===== src/rtl/branch_target_pipe_if.sv =====
// Request/result bundle between a branch-issuing stage and branch_target_pipe.
// The master drives requests and the slave returns resolved targets plus the flush strobe.
interface branch_target_pipe_if #(
    parameter int WIDTH = 32,
    parameter int IMM_W = 16
);
    logic             in_valid;
    logic             in_ready;
    logic [1:0]       mode;
    logic [WIDTH-1:0] pc_plus4;
    logic [IMM_W-1:0] imm;
    logic [WIDTH-1:0] rs_data;
    logic [WIDTH-1:0] rt_data;
    logic             out_valid;
    logic [WIDTH-1:0] target;
    logic             taken;
    logic             wrap;
    logic             flush;

    modport master (
        output in_valid, mode, pc_plus4, imm, rs_data, rt_data,
        input  in_ready, out_valid, target, taken, wrap, flush
    );

    modport slave (
        input  in_valid, mode, pc_plus4, imm, rs_data, rt_data,
        output in_ready, out_valid, target, taken, wrap, flush
    );
endinterface


===== src/rtl/branch_target_pipe.sv =====
// Resolves branch target/direction one cycle after accept.
// A taken result holds off new requests while flush is asserted.
//   state   | meaning
//   S_IDLE  | accepting requests
//   S_FLUSH | flush asserted, requests held off, r_cnt counts down to 0
module branch_target_pipe #(
    parameter int WIDTH        = 32,
    parameter int IMM_W        = 16,
    parameter int SHIFT        = 2,
    parameter int FLUSH_CYCLES = 2
) (
    input  logic              clk,
    input  logic              rst,
    branch_target_pipe_if.slave bus
);
    typedef enum logic {S_IDLE, S_FLUSH} state_t;

    // Wide enough that the exact signed sum never overflows, so wrap is read off the upper bits.
    localparam int EXT_W = ((WIDTH > IMM_W + SHIFT) ? WIDTH : IMM_W + SHIFT) + 2;
    localparam logic [3:0] CNT_LOAD = 4'(FLUSH_CYCLES - 1);

    state_t           r_state;
    state_t           w_next_state;
    logic [3:0]       r_cnt;
    logic [EXT_W-1:0] w_imm_ext;
    logic [EXT_W-1:0] w_off;
    logic [EXT_W-1:0] w_sum;
    logic             w_wrap;
    logic             w_taken;
    logic             w_accept;

    assign w_imm_ext = {{(EXT_W-IMM_W){bus.imm[IMM_W-1]}}, bus.imm};
    assign w_off     = w_imm_ext << SHIFT;
    assign w_sum     = {{(EXT_W-WIDTH){1'b0}}, bus.pc_plus4} + w_off;
    assign w_wrap    = |w_sum[EXT_W-1:WIDTH];

    always_comb begin
        w_taken = 1'b0;
        case (bus.mode)
            2'b01:   w_taken = (bus.rs_data == bus.rt_data);
            2'b10:   w_taken = (bus.rs_data != bus.rt_data);
            2'b11:   w_taken = 1'b1;
            default: w_taken = 1'b0;
        endcase
    end

    assign bus.in_ready = (r_state == S_IDLE) && !rst;
    assign w_accept     = bus.in_valid && bus.in_ready;
    assign bus.flush    = (r_state == S_FLUSH);

    always_comb begin
        w_next_state = r_state;
        case (r_state)
            S_IDLE:  if (w_accept && w_taken) w_next_state = S_FLUSH;
            S_FLUSH: if (r_cnt == 4'd0)       w_next_state = S_IDLE;
            default: w_next_state = S_IDLE;
        endcase
    end

    always_ff @(posedge clk) begin
        if (rst) begin
            r_state <= S_IDLE;
        end else begin
            r_state <= w_next_state;
        end
    end

    // Terminal count at zero; the counter parks there instead of wrapping.
    always_ff @(posedge clk) begin
        if (rst) begin
            r_cnt <= 4'd0;
        end else if (r_state == S_IDLE && w_next_state == S_FLUSH) begin
            r_cnt <= CNT_LOAD;
        end else if (r_state == S_FLUSH && r_cnt != 4'd0) begin
            r_cnt <= r_cnt - 4'd1;
        end
    end

    always_ff @(posedge clk) begin
        if (rst) begin
            bus.out_valid <= 1'b0;
            bus.target    <= '0;
            bus.taken     <= 1'b0;
            bus.wrap      <= 1'b0;
        end else begin
            bus.out_valid <= w_accept;
            if (w_accept) begin
                bus.target <= w_sum[WIDTH-1:0];
                bus.taken  <= w_taken;
                bus.wrap   <= w_wrap;
            end
        end
    end
endmodule


===== src/flat_wrapper.sv =====
// flat-port wrapper written by rule: the top's interface ports become plain ports
module branch_target_pipe_flat 
#(
    parameter int WIDTH        = 32,
    parameter int IMM_W        = 16,
    parameter int SHIFT        = 2,
    parameter int FLUSH_CYCLES = 2
)
  (clk, rst, bus_in_valid, bus_mode, bus_pc_plus4, bus_imm, bus_rs_data, bus_rt_data, bus_in_ready, bus_out_valid, bus_target, bus_taken, bus_wrap, bus_flush);
  branch_target_pipe_if #(.WIDTH(WIDTH), .IMM_W(IMM_W)) bus_i ();
  input  logic clk;
  input  logic rst;
  input wire logic [$bits(bus_i.in_valid)-1:0] bus_in_valid;
  input wire logic [$bits(bus_i.mode)-1:0] bus_mode;
  input wire logic [$bits(bus_i.pc_plus4)-1:0] bus_pc_plus4;
  input wire logic [$bits(bus_i.imm)-1:0] bus_imm;
  input wire logic [$bits(bus_i.rs_data)-1:0] bus_rs_data;
  input wire logic [$bits(bus_i.rt_data)-1:0] bus_rt_data;
  output wire logic [$bits(bus_i.in_ready)-1:0] bus_in_ready;
  output wire logic [$bits(bus_i.out_valid)-1:0] bus_out_valid;
  output wire logic [$bits(bus_i.target)-1:0] bus_target;
  output wire logic [$bits(bus_i.taken)-1:0] bus_taken;
  output wire logic [$bits(bus_i.wrap)-1:0] bus_wrap;
  output wire logic [$bits(bus_i.flush)-1:0] bus_flush;
  assign bus_i.in_valid = bus_in_valid;
  assign bus_i.mode = bus_mode;
  assign bus_i.pc_plus4 = bus_pc_plus4;
  assign bus_i.imm = bus_imm;
  assign bus_i.rs_data = bus_rs_data;
  assign bus_i.rt_data = bus_rt_data;
  assign bus_in_ready = bus_i.in_ready;
  assign bus_out_valid = bus_i.out_valid;
  assign bus_target = bus_i.target;
  assign bus_taken = bus_i.taken;
  assign bus_wrap = bus_i.wrap;
  assign bus_flush = bus_i.flush;
  branch_target_pipe #(.WIDTH(WIDTH), .IMM_W(IMM_W), .SHIFT(SHIFT), .FLUSH_CYCLES(FLUSH_CYCLES)) u_core (.clk(clk), .rst(rst), .bus(bus_i));
endmodule

===== config.mk =====
export PLATFORM = sky130hd
export DESIGN_NAME = branch_target_pipe_flat
export DESIGN_NICKNAME = d
export VERILOG_FILES = /design/src/rtl/branch_target_pipe_if.sv /design/src/rtl/branch_target_pipe.sv /design/src/flat_wrapper.sv
export SDC_FILE = /design/constraint.sdc
export NUM_CORES = 1
export LEC_CHECK = 0
export CORE_MARGIN = 1.5
export CORE_UTILIZATION = 40
export CTS_CLUSTER_SIZE = 40
export DETAILED_ROUTE_END_ITERATION = 6
export GPL_ROUTABILITY_DRIVEN = 0
export PLACE_DENSITY = 0.78
export SETUP_SLACK_MARGIN = 0.5
export SLEW_MARGIN = 10
export SYNTH_ARGS = -nofsm -noshare
export SYNTH_HDL_FRONTEND = slang
export SYNTH_SLANG_ARGS = --single-unit

===== constraint.sdc =====
create_clock -name clk -period 3.4 [get_ports clk]
set_input_delay 0.68 -clock clk [delete_from_list [all_inputs] [get_ports clk]]
set_output_delay 0.68 -clock clk [all_outputs]
set_load 0.01 [all_outputs]

* Word level (Yosys, flattened, before mapping)
Index checks and enable logic that the tools add are counted.
** Storage, ports and cells
- Bits of input ports :: 117
- Logic and storage cells :: 32
- Register bits after elaboration :: 40
- Output and inout port bits :: 37
** Operators by class
- Add/subtract/negate cells :: 2
- Muxes and demuxes :: 6
- Equality and inequality tests :: 5
- Bitwise gates (word level) :: 1
- Reductions and logical operators :: 11
** Operator list (number)
- 33-bit by 18-bit adder with 34-bit output :: 1
- 32-bit equality test :: 1
- 32-bit inequality test :: 1
- 1-bit logical AND :: 5
- 2-bit equality test (second input constant) :: 2
- 4-bit zero test :: 1
- 1-bit 2-to-1 mux :: 4
- 4-bit nonzero test :: 1
- 2-bit OR reduction :: 2
- 4-bit by 1-bit subtractor with 4-bit output (second input constant) :: 1
- 1-bit case mux with 3 select lines :: 1
- 2-bit by 1-bit equality test with 1-bit output (second input constant) :: 1
- 1-bit case mux with 2 select lines :: 1
- 2-bit nonzero test :: 1
- 1-bit zero test :: 1
- 1-bit inverter :: 1

* Logic depth before layout (Yosys ltp)
- Depth after elaboration :: 8
- Mapped depth :: 11
- Mapped depth without buffers :: 11

* Worst setup path after synthesis
Ideal clock, no wire load.
- Path type :: input-to-reg
- Start :: input port bus_imm[2]
- End :: register u_core.bus.wrap
- Path buffers :: 0
- Setup slack :: 0.467 ns
- Stages on the path :: 9
- Setup time :: 0.130 ns
- Arrival time :: 2.803 ns
- Data required time :: 3.270 ns
- Cells stage by stage :: ha_1 o211ai_1 o211ai_1 a221o_1 a31oi_4 o211ai_2 a211o_1 a2111oi_2 a211oi_1
** On the way
- Cells in the longest elaborated chain, start to end :: 2
** Ends and longest elaborated chain
- from (decl) :: line flat_wrapper.sv:16 : input wire logic [$bits(bus_i.imm)-1:0] bus_imm;
- 33-bit by 18-bit adder with 34-bit output :: line branch_target_pipe.sv:34 : assign w_sum = {{(EXT_W-WIDTH){1'b0}}, bus.pc_plus4} + w_off;
- 2-bit OR reduction :: line branch_target_pipe.sv:35 : assign w_wrap = |w_sum[EXT_W-1:WIDTH];
- to (signal assigned) :: line branch_target_pipe.sv:90 : bus.wrap <= w_wrap;
- to (decl) :: line branch_target_pipe_if.sv:27 : output in_ready, out_valid, target, taken, wrap, flush
Every way passes these cells.
A chain may end at the register's enable or synchronous reset.

* Worst setup path in the final report
- Start :: input port bus_pc_plus4[19]
- End :: register u_core.bus.target[31]
** On the way
- Cells in the longest elaborated chain, start to end :: 1
** Ends and longest elaborated chain
- from (decl) :: line flat_wrapper.sv:15 : input wire logic [$bits(bus_i.pc_plus4)-1:0] bus_pc_plus4;
- 33-bit by 18-bit adder with 34-bit output :: line branch_target_pipe.sv:34
- to (signal assigned) :: line branch_target_pipe.sv:88 : bus.target <= w_sum[WIDTH-1:0];
- to (decl) :: line branch_target_pipe_if.sv:27
Every way passes these cells.

==> run metrics <==
Final Max Tran Viols 0; worst-margin pin slew approximately 620 ps; GRT overflow 0; setup total negative slack 0 ps; unrepaired setup endpoints after global routing true; initial antenna violation count 0; clock slew at reported path FFs 90 ps; Ports 154; CTS tree done; Final Cell Area 5510 µm²; clk buf depth 2; nets 745; most frequent cells in the layout 131 x clkdlybuf4s50_1, 43 x xnor2_1, 40 x dfxtp_1; Hold WS approximately 470 ps; Starting Density 41.7%; fill cell count 608; Arr. time, crit path 3050 ps; Max-slew headroom 58.8%; Post-Layout Cell Count 698; clock sinks 40; mean area per synthesized cell around 7.9 µm²; Setup crit start kind input pin; std cell rows 32; final hold vios 0; Synth cell types 45; DRC violations left 0; share of cells above drive strength 1 13.9%; Place WS -91.5 ps; total CTS buffers 5; status complete, no violations; slowest cell on the critical path clkdlybuf4s50_1; Post-Syn Instances 410; Top FF cell, synth dfxtp_1; dpl cells 682; reg2reg setup slack 1830 ps; Setup CP Type input pin to flop; Core Region 7770 µm²; Psw about 570 µW; clock power share 23.7%; Routed WL 10800 µm; number of diodes 0; antenna viol nets, final 0; max cap viols 0; Via density around 5.4; setup ws final 537 ps; most common cell after layout, fill and taps aside clkdlybuf4s50_1; root buffer cell clkbuf_8; crit-path cells clkdlybuf4s50_1, ha_1, buf_4, nand3_1, nor3_2, nor2b_2, nand4_1, o211ai_4, a211o_1, buf_6, xor2_1, o21ai_0; CTS H-tree depth 2; register area 801 µm²; Hold/Removal Path Class flop to flop; IO Port Bufs 153; post-DP HPWL 8260 µm; hold_buf cts 0; Comb pwr share between 40% and 50%; DRT Pass-1 Iters 5; VDD IR max 0.278 mV; Leakage Power 2.18 nW; Critical Path Sink Type flop; Clock Latency Late Sink approximately 300 ps; Syn Std Cell Area 3240 µm²; number of global-route vias before repair 3643; Final setup viols 0; Area growth syn-to-layout 70.2%; EDFF count, synth 0; fmax 349 MHz; Placed Area 5090 µm²; critical path required time 3590 ps; Die ar. 8640 µm²; Die Ht 92.9 µm; Yosys warning count 0; Die W 92.9 µm; global-route wire length before repair 16600 µm; final period demand of the worst path around 2900 ps; wire per inst 15.5 µm; syn nets 560; asr flop ratio synth 0%; Sequential Power Share between 30% and 40%; area of the multi-input gates between 2000 and 3000 µm²; P_int around 1.2 mW; switching share of total power 32.6%; largest net degree at the start of global routing 36; PD cells 318 nW/µm²; Final Cycle Share 84.2%; Via Count 3773; All-Layer GR Usage about a quarter; Synth Register Bits 40; CP Max Fanout 6; max incr delay on CP between 400 and 500 ps; clock skew just under 9 ps; 1st-iter DRT viols 169; sequential share of the synthesized area 24.7%
==> power by group through the flow <==
stage               sequential (mW)  clock [mW]  combinational, mW
finish                        0.550       0.414              0.786
global route                  0.557       0.438              0.849
CTS                           0.550       0.417              0.745
detailed placement            0.561           0              0.717
global placement              0.560           0              0.704
floorplan                     0.580           0              0.326
==> synth_stat cells (2+ instances only) <==
cell type  instances  share of area, %
nor4_1             5              0.97
a211o_1            2              0.54
o21a_1             2              0.46
o21ai_0           40               6.2
o211ai_1           4              0.93
nand2_1           31               3.6
nand4_1           13               2.5
a221o_1            2              0.62
a21boi_0           2              0.46
xor2_1            13               3.5
dfxtp_1           40                25
nand3_1           35               5.4
nor2b_1            3              0.58
a211oi_1           6               1.4
clkbuf_1          12               1.4
mux2i_1            2              0.62
and3_1             2              0.39
a21oi_1           31               4.8
nor3b_1            6               1.4
inv_1             14               1.6
or4_1              2              0.46
a31oi_1            6               1.2
nor2_1            26               3.0
o31ai_1            3              0.70
nor3_1             6              0.93
o21bai_1           2              0.46
ha_1              32                12
a21o_1             8               1.9
xnor2_1           43                12
nand2b_1           2              0.39
==> final timing paths <==
| path | start | endpoint | depth (start not counted) |
|---|---|---|---|
| setup / recovery | bus_pc_plus4[19] | u_core.bus.target[31] | 12 |
| hold / removal | u_core.bus.target[26] | u_core.bus.target[26] | 2 |
| hold reg to reg | u_core.bus.target[26] | u_core.bus.target[26] | 2 |
| setup reg to reg | u_core.bus.flush | u_core.bus.target[21] | 5 |
==> cells by family after synthesis <==
group                      after synthesis  synth area share (%)
muxes                                    2                 0.619
and+or+nand+nor                        135                  20.5
DFF                                     40                  24.7
AOI/OAI and AO/OA                      116                  22.7
xor gates and xnor gates                56                  15.2
buffers and inverters                   28                  3.29
adders and majority gates               33                  13.0
==> flip-flops by register name (all words and copies together), names as in the netlist <==
register              count
u_core.bus.target        32
u_core.r_cnt              4
u_core.bus.flush          1
u_core.bus.out_valid      1
u_core.bus.taken          1
u_core.bus.wrap           1
==> worst max-delay path, delay by kind of cell <==
family                   cells  cell delay (ps)
adder cells (fa/ha/maj)      1              300
AO/OA/AOI/OAI                3              550
AND/OR/NAND/NOR              4              670
XOR/XNOR                     1              180
buffers and inverters        3              670
==> cell type report <==
type,instances,area share [%]
Inverter,14,0.954
Timing Repair Buffer,192,33.2
Clock inverter,3,0.841
Clock buffer,5,1.25
Tap cell,102,2.32
Sequential cell,40,14.5
Multi-Input combinational cell,342,46.9
==> metrics by stage <==
| step | power (mW) | utilization [%] |
|---|---|---|
| final | 1.75 | 70.9 |
| after global routing | 1.84 | 70.9 |
| after CTS | 1.71 | 68.4 |
| after detailed placement | 1.28 | 65.5 |
| after global placement | 1.26 | 65.5 |
| after floorplan | 0.906 | - |
==> per-layer routing <==
metal / up-vias / global-route usage (%) / wire [µm]
met4: 0 / 7.95 / 224
met5: - / 0 / 0
li1: 1863 / - / -
met2: 177 / 44.2 / 5510
met3: 20 / 4.76 / 852
met1: 1713 / 26.9 / 4240
==> repair_timing <==
action | in CTS | in global routing
endpoints found under the setup margin | 10 | 10
pin swaps | 21 | 14
setup buffers | 5 | 3
resized for setup | 33 | 39
(Power assumes the default switching activity.)
